### src/rtl/sipo_pkg.sv
// Shared definitions for the serial-in, parallel-out deserializer.
// Holds the shift-direction names, the receive FSM state encoding and the
// even-parity helper used when SIPO_DESERIALIZER_PARITY_EN is defined.
package sipo_pkg;

  // Accepted values of the SHIFT_DIRECTION parameter
  localparam string DIR_RIGHT = "RIGHT";  // LSB-first: new bit enters at the MSB
  localparam string DIR_LEFT  = "LEFT";   // MSB-first: new bit enters at the LSB

  // Receive FSM state; PAR is only reachable when the parity bit is enabled
  typedef logic [0:0] state_t;
  localparam state_t ST_DATA = 1'b0;
  localparam state_t ST_PAR  = 1'b1;

  // Widest data word the parity helper folds; zero-extension leaves XOR unchanged
  localparam int PARITY_MAX_W = 64;

  // Even parity check: returns 1 when data plus parity bit has odd weight
  function automatic logic parity_mismatch(input logic [PARITY_MAX_W-1:0] data,
                                           input logic                    pbit);
    return (^data) ^ pbit;
  endfunction

endpackage

### src/rtl/sipo_bit_counter.sv
// Modulo-WIDTH bit counter for the deserializer.
// Counts accepted data bits; tc is high while the counter sits on the last
// bit position, so the next inc completes a word and wraps the count to 0.
module sipo_bit_counter #(
  parameter int WIDTH = 8
) (
  input  logic clk,
  input  logic rst,
  input  logic inc,
  input  logic clr,
  output logic tc
);

  localparam int CW = (WIDTH > 1) ? $clog2(WIDTH) : 1;
  localparam logic [CW-1:0] LAST = CW'(WIDTH - 1);

  logic [CW-1:0] cnt_reg;
  logic [CW-1:0] cnt_next;

  assign tc = (cnt_reg == LAST);

  // Next count: clear wins over increment; wrap explicitly so non-power-of-2 widths work
  always_comb begin
    cnt_next = cnt_reg;
    if (clr) begin
      cnt_next = '0;
    end else if (inc) begin
      cnt_next = tc ? '0 : cnt_reg + CW'(1);
    end
  end

  // Count register
  always_ff @(posedge clk) begin
    if (rst) begin
      cnt_reg <= '0;
    end else begin
      cnt_reg <= cnt_next;
    end
  end

endmodule

### src/rtl/sipo_deserializer.sv
// Serial-in, parallel-out deserializer.
// Collects qualified serial bits into WIDTH-bit words and presents each
// completed word on PO with a one-cycle po_valid strobe.
// Optional feature macro: SIPO_DESERIALIZER_PARITY_EN -- when defined, each
// frame carries one trailing even-parity bit and parity_err reports mismatches
// (parity_err supports WIDTH up to 64); when undefined, parity_err is tied low.
module sipo_deserializer
  import sipo_pkg::*;
#(
  parameter int    WIDTH           = 8,
  parameter string SHIFT_DIRECTION = "RIGHT"
) (
  input  logic             clk,
  input  logic             rst,
  input  logic             si,
  input  logic             si_valid,
  input  logic             clear,
  output logic [WIDTH-1:0] PO,
  output logic             po_valid,
  output logic             parity_err
);

  localparam bit SHIFT_LEFT = (SHIFT_DIRECTION == DIR_LEFT);

  logic [WIDTH-1:0] sr_reg;
  logic [WIDTH-1:0] sr_next;
  logic [WIDTH-1:0] po_reg;
  logic             po_valid_reg;
  logic             last_bit;
  logic             cnt_inc;

  // Shifted value if the current si is accepted, built one bit per lane
  genvar gi;
  generate
    for (gi = 0; gi < WIDTH; gi++) begin : g_shift
      if (SHIFT_LEFT) begin : g_left
        if (gi == 0) begin : g_entry
          assign sr_next[gi] = si;
        end else begin : g_move
          assign sr_next[gi] = sr_reg[gi-1];
        end
      end else begin : g_right
        if (gi == WIDTH - 1) begin : g_entry
          assign sr_next[gi] = si;
        end else begin : g_move
          assign sr_next[gi] = sr_reg[gi+1];
        end
      end
    end
  endgenerate

`ifdef SIPO_DESERIALIZER_PARITY_EN
  state_t state_reg;
  logic   parity_err_reg;

  // Data bits are only counted in DATA; the parity bit does not advance the counter
  assign cnt_inc = si_valid && (state_reg == ST_DATA);

  // Shift register, FSM and output registers; priority rst > clear > si_valid
  always_ff @(posedge clk) begin
    if (rst) begin
      sr_reg         <= '0;
      state_reg      <= ST_DATA;
      po_reg         <= '0;
      po_valid_reg   <= 1'b0;
      parity_err_reg <= 1'b0;
    end else if (clear) begin
      sr_reg       <= '0;
      state_reg    <= ST_DATA;
      po_valid_reg <= 1'b0;
    end else if (si_valid) begin
      if (state_reg == ST_PAR) begin
        po_reg         <= sr_reg;
        parity_err_reg <= parity_mismatch(PARITY_MAX_W'(sr_reg), si);
        po_valid_reg   <= 1'b1;
        state_reg      <= ST_DATA;
      end else begin
        sr_reg       <= sr_next;
        po_valid_reg <= 1'b0;
        if (last_bit) begin
          state_reg <= ST_PAR;
        end
      end
    end else begin
      po_valid_reg <= 1'b0;
    end
  end

  assign parity_err = parity_err_reg;
`else
  // Every accepted bit is a data bit
  assign cnt_inc = si_valid;

  // Shift register and output registers; priority rst > clear > si_valid
  always_ff @(posedge clk) begin
    if (rst) begin
      sr_reg       <= '0;
      po_reg       <= '0;
      po_valid_reg <= 1'b0;
    end else if (clear) begin
      sr_reg       <= '0;
      po_valid_reg <= 1'b0;
    end else if (si_valid) begin
      sr_reg       <= sr_next;
      po_valid_reg <= last_bit;
      if (last_bit) begin
        po_reg <= sr_next;
      end
    end else begin
      po_valid_reg <= 1'b0;
    end
  end

  assign parity_err = 1'b0;
`endif

  sipo_bit_counter #(
    .WIDTH (WIDTH)
  ) u_bit_counter (
    .clk (clk),
    .rst (rst),
    .inc (cnt_inc),
    .clr (clear),
    .tc  (last_bit)
  );

  assign PO       = po_reg;
  assign po_valid = po_valid_reg;

endmodule

### config.mk
export PLATFORM = sky130hd
export DESIGN_NAME = sipo_deserializer
export DESIGN_NICKNAME = d
export VERILOG_FILES = /design/src/rtl/sipo_pkg.sv /design/src/rtl/sipo_bit_counter.sv /design/src/rtl/sipo_deserializer.sv
export SDC_FILE = /design/constraint.sdc
export NUM_CORES = 1
export LEC_CHECK = 0
export ABC_AREA = 0
export CAP_MARGIN = 20
export CORE_AREA = 2 2 44 46
export CTS_CLUSTER_DIAMETER = 100
export DETAILED_ROUTE_END_ITERATION = 16
export DIE_AREA = 0 0 46 48
export GPL_TIMING_DRIVEN = 0
export PLACE_DENSITY = 0.79
export SYNTH_ARGS = -nofsm -noshare
export SYNTH_HDL_FRONTEND = slang
export SYNTH_SLANG_ARGS = --single-unit
### constraint.sdc
create_clock -name clk -period 1.7 [get_ports clk]
set_input_delay 0.255 -clock clk [delete_from_list [all_inputs] [get_ports clk]]
set_output_delay 0.255 -clock clk [all_outputs]
set_load 0.05 [all_outputs]
* After elaboration in Yosys (flattened, before gate mapping)
Index checks and enable logic that the tools add are counted.
Storage, ports and cells: register bits 20, output and inout bits 10, word-level logic and storage cells 12
Operators by class: add/sub/neg operators 1, equal/unequal tests 1, muxes and demuxes 1, bitwise logic cells 2, reduce and logical (&&, ||, !) cells 3
Operator list (number):
- 3-bit by 1-bit adder with 3-bit output (second input constant) | 1
- 3-bit == test (second input constant) | 1
- 3-bit 2-to-1 mux | 1
- 3-bit AND reduction | 1
- 3-bit OR reduction | 1
- 1-bit inverter | 2
- 2-bit OR reduction | 1

* Longest topological paths before layout
Gate-level depths: netlist of the first run.
word-level depth 2, depth in mapped cells 5, depth with buffers taken out 4

* By module
A second synthesis of the first run with hierarchy kept.
Second synthesis, totals: cell total of the unflattened synthesis 76, area, all modules 803.3 um2
By module, submodules not included:
- sipo_deserializer | times used 1, cells an instance 64, area each 660.6 um2, sequential area each 320.3 um2
- sipo_bit_counter | times used 1, cells an instance 12, area each 142.6 um2, sequential area each 60.1 um2

* Worst setup path after synthesis of the first run
OpenSTA, ideal clock, no wires.
path kind register to register, start register u_bit_counter.cnt_reg[0], end register po_reg[0], in the netlist PO[0], library setup time 0.119 ns, arrival time 1.089 ns, required time 1.581 ns, slack 0.492 ns, stages on the path, launching flop included 6, buffers on the path 1, period minus slack after synthesis 1.208 ns, cells stage by stage dfxtp_1 -> ha_1 -> ha_1 -> and3b_1 -> buf_6 -> mux2i_1
On the way: longest elaborated chain between the ends 2
RTL lines:
- start: declaration | RTL line sipo_bit_counter.sv:17 | logic [CW-1:0] cnt_reg;
- start signal: assignment | RTL line sipo_bit_counter.sv:37 | cnt_reg <= cnt_next;
- 3-bit == test | RTL line sipo_bit_counter.sv:20 | assign tc = (cnt_reg == LAST);
- net last_bit | RTL line sipo_deserializer.sv:29 | logic last_bit;
- 3-bit AND reduction (no line)
- end signal: assignment | RTL line sipo_deserializer.sv:107 | po_reg <= sr_next;
- end: declaration | RTL line sipo_deserializer.sv:27 | logic [WIDTH-1:0] po_reg;
The timed path passes the listed nets, and every way through them passes these cells. A chain may end at the register's enable or synchronous reset.

* Final worst setup path of the first run
start register po_valid_reg, in the netlist po_valid, end output po_valid
RTL lines:
- start: declaration | RTL line sipo_deserializer.sv:28 | logic po_valid_reg;
- start signal: assignment | RTL line sipo_deserializer.sv:105 | po_valid_reg <= last_bit;
- end: declaration | RTL line sipo_deserializer.sv:19 | output logic po_valid,
No word-level cell between the ends.

==> impl_metrics.csv, run 1 <==
group,metric,value,unit
clock_tree,cts.sinks,19,
clock_tree,insertion_delay,0.29,ns
global_route,antenna_found_initial,0,
clock_tree,postCtsHoldBufs,0,
detailed_routing,drt-initial-drc-count,3,
timing,drv_slew,0,
critical_path,rrSetupSlack,0.40,ns
final_layout,fin_util,0.5793,
critical_path,critical_path_class,"register to output pin",
run,max_cap_violations,0,
yosys,yosysTopAreaCell,"dfxtp_1",
final_layout,synthToLayoutAreaGrowth,22.57,%
detailed_routing,dr.pass1.iters,2,
final_layout,instances_no_fill,111,
yosys,syn-cell-area,798.3,sq um
detailed_routing,drc_errors,0,
global_route,grt_overflow,0,
global_route,grt_pass1_wl,1849,um
critical_path,crit_path_max_fanout,1,
die,start_util,0.4726,
die,num_rows,15,
die,io_pins,15,
yosys,synth_common_cells,"19 x dfxtp_1, 18 x nand2b_1, 16 x mux2i_1",
critical_path,rr_worst_depth,5,
die,die_y,48,um
yosys,netlist_instances,77,
timing,fin_crit_sh,0.9681,
critical_path,crit_path_top_delay_cell,"clkdlybuf4s50_1",
final_layout,drive_gt1_frac,0.08511,
place,port_buffers,13,
critical_path,crit_family,"buffers and inverters",
place,place_inst,107,
critical_path,r2r_start,"u_bit_counter.cnt_reg[0]",
timing,clock_skew,0.01136,ns
global_route,grt_max_degree,12,
critical_path,critPathBufInv,1,
clock_tree,htreeDepth,1,
detailed_routing,vias,527,
critical_path,critPathArrivalTime,1.39,ns
yosys,ys_types,15,
timing,max_freq,607.6,MHz
timing,relSlewSlack,0.6645,
critical_path,start_kind,"register",
timing,holdWs,0.4744,ns
timing,period_needed,1.646,ns
clock_tree,clockRootBuffer,"clkbuf_4",
final_layout,multi_input_area,380.4,sq um
critical_path,crit_chain,"clkdlybuf4s50_1",
clock_tree,cts_buffers,3,
yosys,synth-seq-cells,19,
critical_path,cpPeakStageDelay,0.79,ns
hold_path,worstHoldStart,"PO[0]",
run_status,status,"complete, no violations",
die,dieArea,2208,sq um
yosys,yosysSeqAreaShare,0.4765,
pwr,p_leak,0.4510,nW
critical_path,worstPathRequired,1.44,ns
timing,finalSetupViolCount,0,
timing,rsz0062_at_grt,"no",
timing,final_hold_viol_count,0,
detailed_routing,routed_wl,1209,um
pwr,power_density,737.1,nW/um^2
yosys,synth.area.top_cells,"dfxtp_1 48%, mux2i_1 20%, nand2b_1 14%, nor2_1 4.2%, ha_1 3.1%",
hold_path,hold_end,"PO[0]",
timing,fin_tns_setup,0,ns
final_layout,nFillCells,151,
yosys,yosys_warnings,0,
final_layout,num_antenna_cells,0,
final_layout,fin_nets,102,
final_layout,final-seq-area,380.4,sq um
place,post-dp-hpwl,892.9,um
timing,tightest_slew,0.5024,ns
clock_tree,cts.clk_slew.worst_paths,0.10,ns
place,gp_congestion,0.7532,
yosys,synthArstFlopShare,0,
die,die_x,46,um
pwr,ir_drop,0.3431,mV
global_route,grt_usage,0.1216,
hold_path,hold_depth,2,
clock_tree,cts_tree,"yes",
final_layout,largest_reg_flops,8,
detailed_routing,antenna_left,0,
clock_tree,clk_path_buf_depth,2,
yosys,synthesis.nets,84,
critical_path,end_kind,"output pin",
yosys,avgSynthCellArea,10.37,sq um
detailed_routing,vias_per_cell,4.748,
yosys,synthFlopType,"dfxtp_1",
die,core,1689,sq um
critical_path,r2r-end,"PO[3]",
yosys,synth_top_area_frac,0.4765,
clock_tree,post_cts_buffers,0,
hold_path,hold_path.class,"register to register",
yosys,synth_edf_count,0,
detailed_routing,wl_per_cell,10.89,um
yosys,synth_most_common_cell,"dfxtp_1",
global_route,grt_pass1_vias,445,
-- per-layer routing --
metal / vias to the layer above / GRT usage / part of all wire / wire (um)
met2: 8 / 0.1972 / 0.46 / 556
met1: 230 / 0.1448 / 0.49 / 598
met4: 0 / 0.1029 / 0.016 / 19
met5: - / 0 / 0 / 0
li1: 287 / - / - / -
met3: 2 / 0.01132 / 0.028 / 34
-- cell families (layout without fill, tap and decap cells) --
| group | after synthesis | in the layout | synth area share |
|---|---|---|---|
| buf+inv | 5 | 22 | 0.04701 |
| other cells | 1 | 1 | 0.004698 |
| compound gates | 2 | 2 | 0.01254 |
| simple gates | 32 | 32 | 0.2273 |
| flops | 19 | 19 | 0.4765 |
| fa+ha+maj | 2 | 2 | 0.03134 |
| mux | 16 | 16 | 0.2006 |
-- cell usage in the layout, fill, tap and decap left out --
cell / n
dfxtp_1: 19
nand2b_1: 18
mux2i_1: 16
nor2_1: 9
clkdlybuf4s50_1: 5
dlygate4sd2_1: 5
buf_4: 3
clkbuf_4: 3
dlymetal6s2s_1: 3
a21oi_1: 2
ha_1: 2
or3b_1: 1
or2_1: 1
clkbuf_1: 1
and3b_1: 1
buf_6: 1
nand2_1: 1
nand3b_1: 1
conb_1: 1
clkinv_2: 1
-- cell type report --
type                       count  share of cell area
multi-input combinational     53              0.3887
clock inverter                 1            0.005115
timing repair buffer          13              0.1343
tap                           17             0.02174
sequential                    19              0.3887
buffer                         5             0.03836
clock buffer                   3             0.02302
-- what timing repair did --
action,4_1_cts,5_1_grt
setup endpoints to repair,5,3
endpoints found under the hold margin,0,0
resized for setup,5,3
-- worst max path at each step --
stage | start | to | cells past startpoint
6_report | po_valid | po_valid | 1
5_1_grt | po_valid | po_valid | 1
4_1_cts | PO[1] | PO[1] | 1
3_5_place_dp | rst | PO[1] | 4
3_3_place_gp | rst | PO[5] | 4
2_1_floorplan | u_bit_counter.cnt_reg[0] | PO[0] | 5
-- power by group --
part / total, mW / switching, mW / internal (mW)
logic: 0.0502 / 0.0233 / 0.0269
clock network: 0.222 / 0.134 / 0.0874
registers: 0.449 / 0.00181 / 0.447
-- per-stage QoR --
step,area [sq um],power (mW),worst slack (ns)
after global routing,978.4,0.7502,0.01679
after floorplan,798.3,0.4933,0.4922
after CTS,970.9,0.7306,0.0004162
final,978.4,0.7212,0.05419
after detailed placement,949.7,0.5099,0.2054
after global placement,949.7,0.5099,0.2077
Power figures use the tool's default switching activity.
==> inputs of run 2 (changes only) <==
--- a/config.mk
+++ b/config.mk
@@ -12,7 +12,7 @@
 export DETAILED_ROUTE_END_ITERATION = 16
 export DIE_AREA = 0 0 46 48
 export GPL_TIMING_DRIVEN = 0
-export PLACE_DENSITY = 0.79
+export PLACE_DENSITY = 0.72
 export SYNTH_ARGS = -nofsm -noshare
 export SYNTH_HDL_FRONTEND = slang
 export SYNTH_SLANG_ARGS = --single-unit
==> impl_metrics.csv, run 2 (same netlist as run 1, synthesis figures left out) <==
group,metric,value,unit
detailed_routing,route.met3.wl,68,um
final_layout,instances_no_fill,111,
die,dieArea,2208,sq um
final_layout,fin_area,977.2,sq um
critical_path,worstPathRequired,1.44,ns
clock_tree,cts.sinks,19,
pwr,ir_drop,0.4964,mV
timing,max_freq,709.4,MHz
detailed_routing,top_layer,"met4",
place,gp_congestion,0.6694,
timing,finalSetupViolCount,0,
hold_path,hold_path.class,"register to register",
place,place_inst,107,
detailed_routing,drt-initial-drc-count,8,
clock_tree,cts_buffers,3,
final_layout,fin_util,0.5785,
timing,tightest_slew,0.5047,ns
pwr,p_seq_frac,0.623,
timing,final_hold_viol_count,0,
detailed_routing,antenna_left,0,
timing,fin_tns_setup,0,ns
place,port_buffers,13,
clock_tree,insertion_delay,0.29,ns
die,core,1689,sq um
clock_tree,cts_tree,"yes",
run,max_cap_violations,0,
detailed_routing,drc_errors,0,
global_route,grt_pass1_vias,462,
final_layout,nFillCells,161,
critical_path,crit_chain,"dlygate4sd2_1",
place,post-dp-hpwl,870.9,um
timing,rsz0062_at_grt,"no",
detailed_routing,dr.pass1.iters,4,
final_layout,final_common_cell,"dfxtp_1",
run_status,status,"complete, no violations",
critical_path,critPathBufInv,1,
detailed_routing,routed-wl-met2,548,um
global_route,grt_max_degree,12,
place,dpl_cell_area,949.7,sq um
die,die_y,48,um
die,die_x,46,um
critical_path,critPathArrivalTime,1.15,ns
pwr,power_density,738.4,nW/um^2
timing,fin_crit_sh,0.8292,
critical_path,r2r_start,"u_bit_counter.cnt_reg[0]",
detailed_routing,vias_per_cell,4.811,
global_route,grt_overflow,0,
critical_path,timing.critical_path.from,"PO[4]",
critical_path,crit_path_end,"PO[4]",
detailed_routing,drt-met1-wl,582,um
global_route,antenna_found_initial,0,
die,start_util,0.4726,
critical_path,start_kind,"register",
pwr,combPwrFrac,0.071,
final_layout,largest_reg_flops,8,
timing,relSlewSlack,0.6630,
pwr,switching_share,0.2215,
final_layout,num_antenna_cells,0,
critical_path,critical_path_class,"register to output pin",
critical_path,crit_family,"buffers and inverters",
die,num_rows,15,
critical_path,end_kind,"output pin",
clock_tree,htreeDepth,1,
pwr,clock_power_share,0.307,
clock_tree,cts.clk_slew.worst_paths,0.11,ns
global_route,grt_usage,0.1273,
pwr,power.switching,0.1598,mW
detailed_routing,routed_wl,1206,um
critical_path,crit_path_max_fanout,2,
global_route,grt_pass1_wl,1938,um
die,io_pins,15,
critical_path,rrSetupSlack,0.40,ns
critical_path,r2r-end,"PO[5]",
detailed_routing,vias,534,
final_layout,fin_nets,102,
critical_path,cpPeakStageDelay,0.53,ns
timing,period_needed,1.410,ns
pwr,p_leak,0.4559,nW
timing,drv_slew,0,
pwr,intPower,0.5618,mW
critical_path,rr_worst_depth,5,
clock_tree,postCtsHoldBufs,0,
timing,clock_skew,0.002471,ns
critical_path,crit_path_top_delay_cell,"dlygate4sd2_1",
detailed_routing,wl_per_cell,10.86,um
clock_tree,clockRootBuffer,"clkbuf_4",
final_layout,drive_gt1_frac,0.08511,
final_layout,synthToLayoutAreaGrowth,22.41,%
clock_tree,clk_path_buf_depth,2,
final_layout,layout_common_cells,"19 x dfxtp_1, 18 x nand2b_1, 16 x mux2i_1, 9 x nor2_1, 6 x dlygate4sd2_1",
critical_path,cp_num_cells,1,
==> run 2: cell types whose count changed in the layout (fill, tap and decap cells not counted) <==
cell / previous run / this run
clkdlybuf4s50_1: 5 / 4
dlygate4sd2_1: 5 / 6
==> run 2: timing repair <==
item                                    CTS  global route
setup buffers                             0             0
gates resized for setup                   6             3
endpoints found under the hold margin     0             0
cloned                                    0             0
endpoints found under the setup margin    6             3
==> run 2: per-layer routing <==
metal  up-vias  track usage
li1        284            -
met1       236       0.1409
met2        12       0.2278
met3         2      0.02642
met4         0      0.06857
met5         -            0
==> run 2: layout make-up <==
| cell class | instances | area (sq um) | area share |
|---|---|---|---|
| Clock buffer | 3 | 22.52 | 0.02305 |
| Sequential cell | 19 | 380.4 | 0.3892 |
| Multi-Input combinational cell | 53 | 380.4 | 0.3892 |
| Timing Repair Buffer | 13 | 130.1 | 0.1332 |
| Clock inverter | 1 | 5.005 | 0.005122 |
| Tap cell | 17 | 21.27 | 0.02177 |
| Buffer | 5 | 37.54 | 0.03841 |
==> run 2: worst min-delay path by stage <==
| stage | start | endpoint | slack (ns) | cells after the start |
|---|---|---|---|---|
| 2_1_floorplan | si | sr_reg[7] | 0.40 | 2 |
| 3_3_place_gp | u_bit_counter.cnt_reg[1] | u_bit_counter.cnt_reg[1] | 0.46 | 2 |
| 3_5_place_dp | PO[1] | PO[1] | 0.46 | 2 |
| 4_1_cts | PO[3] | PO[3] | 0.48 | 2 |
| 5_1_grt | PO[5] | PO[5] | 0.49 | 2 |
| 6_report | PO[3] | PO[3] | 0.47 | 2 |
==> run 2: metrics by stage <==
step,worst slack (ns),hold WS (ns),power [mW]
floorplan,0.4922,0.4022,0.4933
global placement,0.1970,0.4569,0.5102
detailed placement,0.1446,0.4611,0.5112
CTS,0.001423,0.4812,0.7370
global route,0.2318,0.4944,0.7508
finish,0.2904,0.4745,0.7216
==> run 2: power by group through the flow <==
stage	Combinational [mW]	Sequential, mW	Clock, mW
floorplan	0.0344	0.459	0
global placement	0.0508	0.459	0
detailed placement	0.0517	0.459	0
CTS	0.0518	0.449	0.236
global route	0.0547	0.450	0.246
finish	0.0511	0.449	0.221
==> inputs of run 3 (changes only) <==
==> constraint.sdc (replaced) <==
create_clock -name clk -period 1.3 [get_ports clk]
set_input_delay 0.195 -clock clk [delete_from_list [all_inputs] [get_ports clk]]
set_output_delay 0.195 -clock clk [all_outputs]
set_load 0.05 [all_outputs]
==> impl_metrics.csv, run 3 (same netlist as run 1, synthesis figures left out) <==
group,metric,value,unit
run_status,status,"complete, no violations",
pwr,ir_drop,0.6703,mV
final_layout,fin_area,1018,sq um
final_layout,largest_reg_flops,8,
clock_tree,clk_path_buf_depth,2,
global_route,grt_pass1_wl,1966,um
clock_tree,cts_tree,"yes",
final_layout,layout_common_cells,"18 x nand2b_1, 17 x dfxtp_1, 16 x mux2i_1, 9 x nor2_1, 9 x clkdlybuf4s15_2",
global_route,grt_max_degree,12,
clock_tree,clockRootBuffer,"clkbuf_4",
pwr,power_density,929.1,nW/um^2
global_route,grt_pass1_vias,462,
final_layout,num_antenna_cells,0,
critical_path,critPathArrivalTime,1.44,ns
critical_path,rr_worst_depth,4,
clock_tree,post_cts_buffers,0,
die,dieArea,2208,sq um
critical_path,critical_path_class,"register to register",
global_route,grt_overflow,0,
critical_path,crit_path_max_fanout,4,
critical_path,start_kind,"register",
final_layout,nFillCells,158,
timing,fin_ws,0.08452,ns
final_layout,fin_nets,102,
timing,max_freq,822.7,MHz
critical_path,r2r_start,"u_bit_counter.cnt_reg[0]",
detailed_routing,vias_per_cell,4.775,
detailed_routing,routed_wl,1269,um
timing,rsz0062_at_grt,"no",
place,gp_congestion,0.6694,
final_layout,synthToLayoutAreaGrowth,27.59,%
clock_tree,cts.sinks,19,
timing,drv_slew,0,
critical_path,r2r-end,"u_bit_counter.cnt_reg[0]",
critical_path,crit_path_end,"u_bit_counter.cnt_reg[0]",
critical_path,timing.critical_path.from,"u_bit_counter.cnt_reg[0]",
die,io_pins,15,
global_route,antenna_found_initial,0,
clock_tree,cts_buffers,3,
clock_tree,cts.clk_slew.worst_paths,0.10,ns
timing,clock_skew,0.005626,ns
detailed_routing,vias,530,
timing,final_hold_viol_count,0,
detailed_routing,drc_errors,0,
die,die_y,48,um
detailed_routing,drt-initial-drc-count,9,
timing,finalSetupViolCount,0,
detailed_routing,wl_per_cell,11.43,um
pwr,p_leak,0.3690,nW
final_layout,final_common_cell,"nand2b_1",
pwr,power,0.9463,mW
place,pre_cts_ws,-0.1954,ns
clock_tree,htreeDepth,1,
place,post-dp-hpwl,870.9,um
critical_path,worstPathRequired,1.52,ns
final_layout,drive_gt1_frac,0.2234,
die,core,1689,sq um
detailed_routing,antenna_left,0,
clock_tree,postCtsHoldBufs,0,
critical_path,end_kind,"register",
place,port_buffers,13,
timing,period_needed,1.215,ns
die,start_util,0.4726,
global_route,grt_usage,0.1288,
place,dpl_cell_area,949.7,sq um
die,die_x,46,um
die,num_rows,15,
detailed_routing,dr.pass1.iters,4,
timing,fin_crit_sh,0.9350,
run,max_cap_violations,0,
clock_tree,insertion_delay,0.29,ns
critical_path,rrSetupSlack,0.08,ns
hold_path,hold_path.class,"register to register",
[run 3: how the worst min path moves through the flow]
| stage | startpoint | endpoint | slack [ns] | cells after the start |
|---|---|---|---|---|
| 2_1_floorplan | si | sr_reg[7] | 0.34 | 2 |
| 3_3_place_gp | u_bit_counter.cnt_reg[1] | u_bit_counter.cnt_reg[1] | 0.46 | 2 |
| 3_5_place_dp | PO[1] | PO[1] | 0.46 | 2 |
| 4_1_cts | sr_reg[1] | PO[0] | 0.48 | 2 |
| 5_1_grt | PO[4] | PO[4] | 0.50 | 2 |
| 6_report | sr_reg[1] | PO[0] | 0.48 | 2 |
[run 3: repair_timing]
item | 4_1_cts | 5_1_grt
setup endpoints to repair | 17 | 9
endpoints found under the hold margin | 0 | 0
gates resized for setup | 28 | 6
[run 3: power by group]
group          leakage (nW)  total [mW]  switching [mW]  internal [mW]
Combinational         0.197      0.0675          0.0316         0.0359
Sequential            0.154       0.588         0.00341          0.584
Clock                0.0177       0.291           0.177          0.114
Total                 0.369       0.946           0.212          0.734
[run 3: layer usage]
| metal | wire, um | GRT usage | vias up | part of all wire |
|---|---|---|---|---|
| li1 | - | - | 283 | - |
| met1 | 587 | 0.1478 | 230 | 0.46 |
| met2 | 598 | 0.2250 | 15 | 0.47 |
| met3 | 76 | 0.02642 | 2 | 0.060 |
| met4 | 6 | 0.06857 | 0 | 0.0047 |
| met5 | 0 | 0 | - | 0 |
[run 3: area by class of cell]
cell class                      instances  area [sq um]  share of cell area
Tap cell                               17         21.27             0.02088
Buffer                                  5         37.54             0.03685
Timing Repair Buffer                   13         141.4              0.1388
Clock buffer                            3         22.52             0.02211
Clock inverter                          1         5.005            0.004914
Sequential cell                        19         385.4              0.3784
Multi-Input combinational cell         53         405.4              0.3980
[run 3: metrics by stage]
| step | TNS, ns | hold slack [ns] | cells | utilization |
|---|---|---|---|---|
| 2_1_floorplan | 0 | 0.3422 | 77 | - |
| 3_3_place_gp | -1.524 | 0.4569 | 107 | 0.5622 |
| 3_5_place_dp | -2.085 | 0.4611 | 107 | 0.5622 |
| 4_1_cts | 0 | 0.4826 | 111 | 0.5859 |
| 5_1_grt | 0 | 0.4995 | 111 | 0.6030 |
| 6_report | 0 | 0.4774 | 111 | 0.6030 |
[run 3: critical path, stage by stage, from the launching register on]
cell and delay (ns):
dfxtp_4 0.37, ha_4 0.16, ha_4 0.16, or3b_1 0.34, a21oi_1 0.12
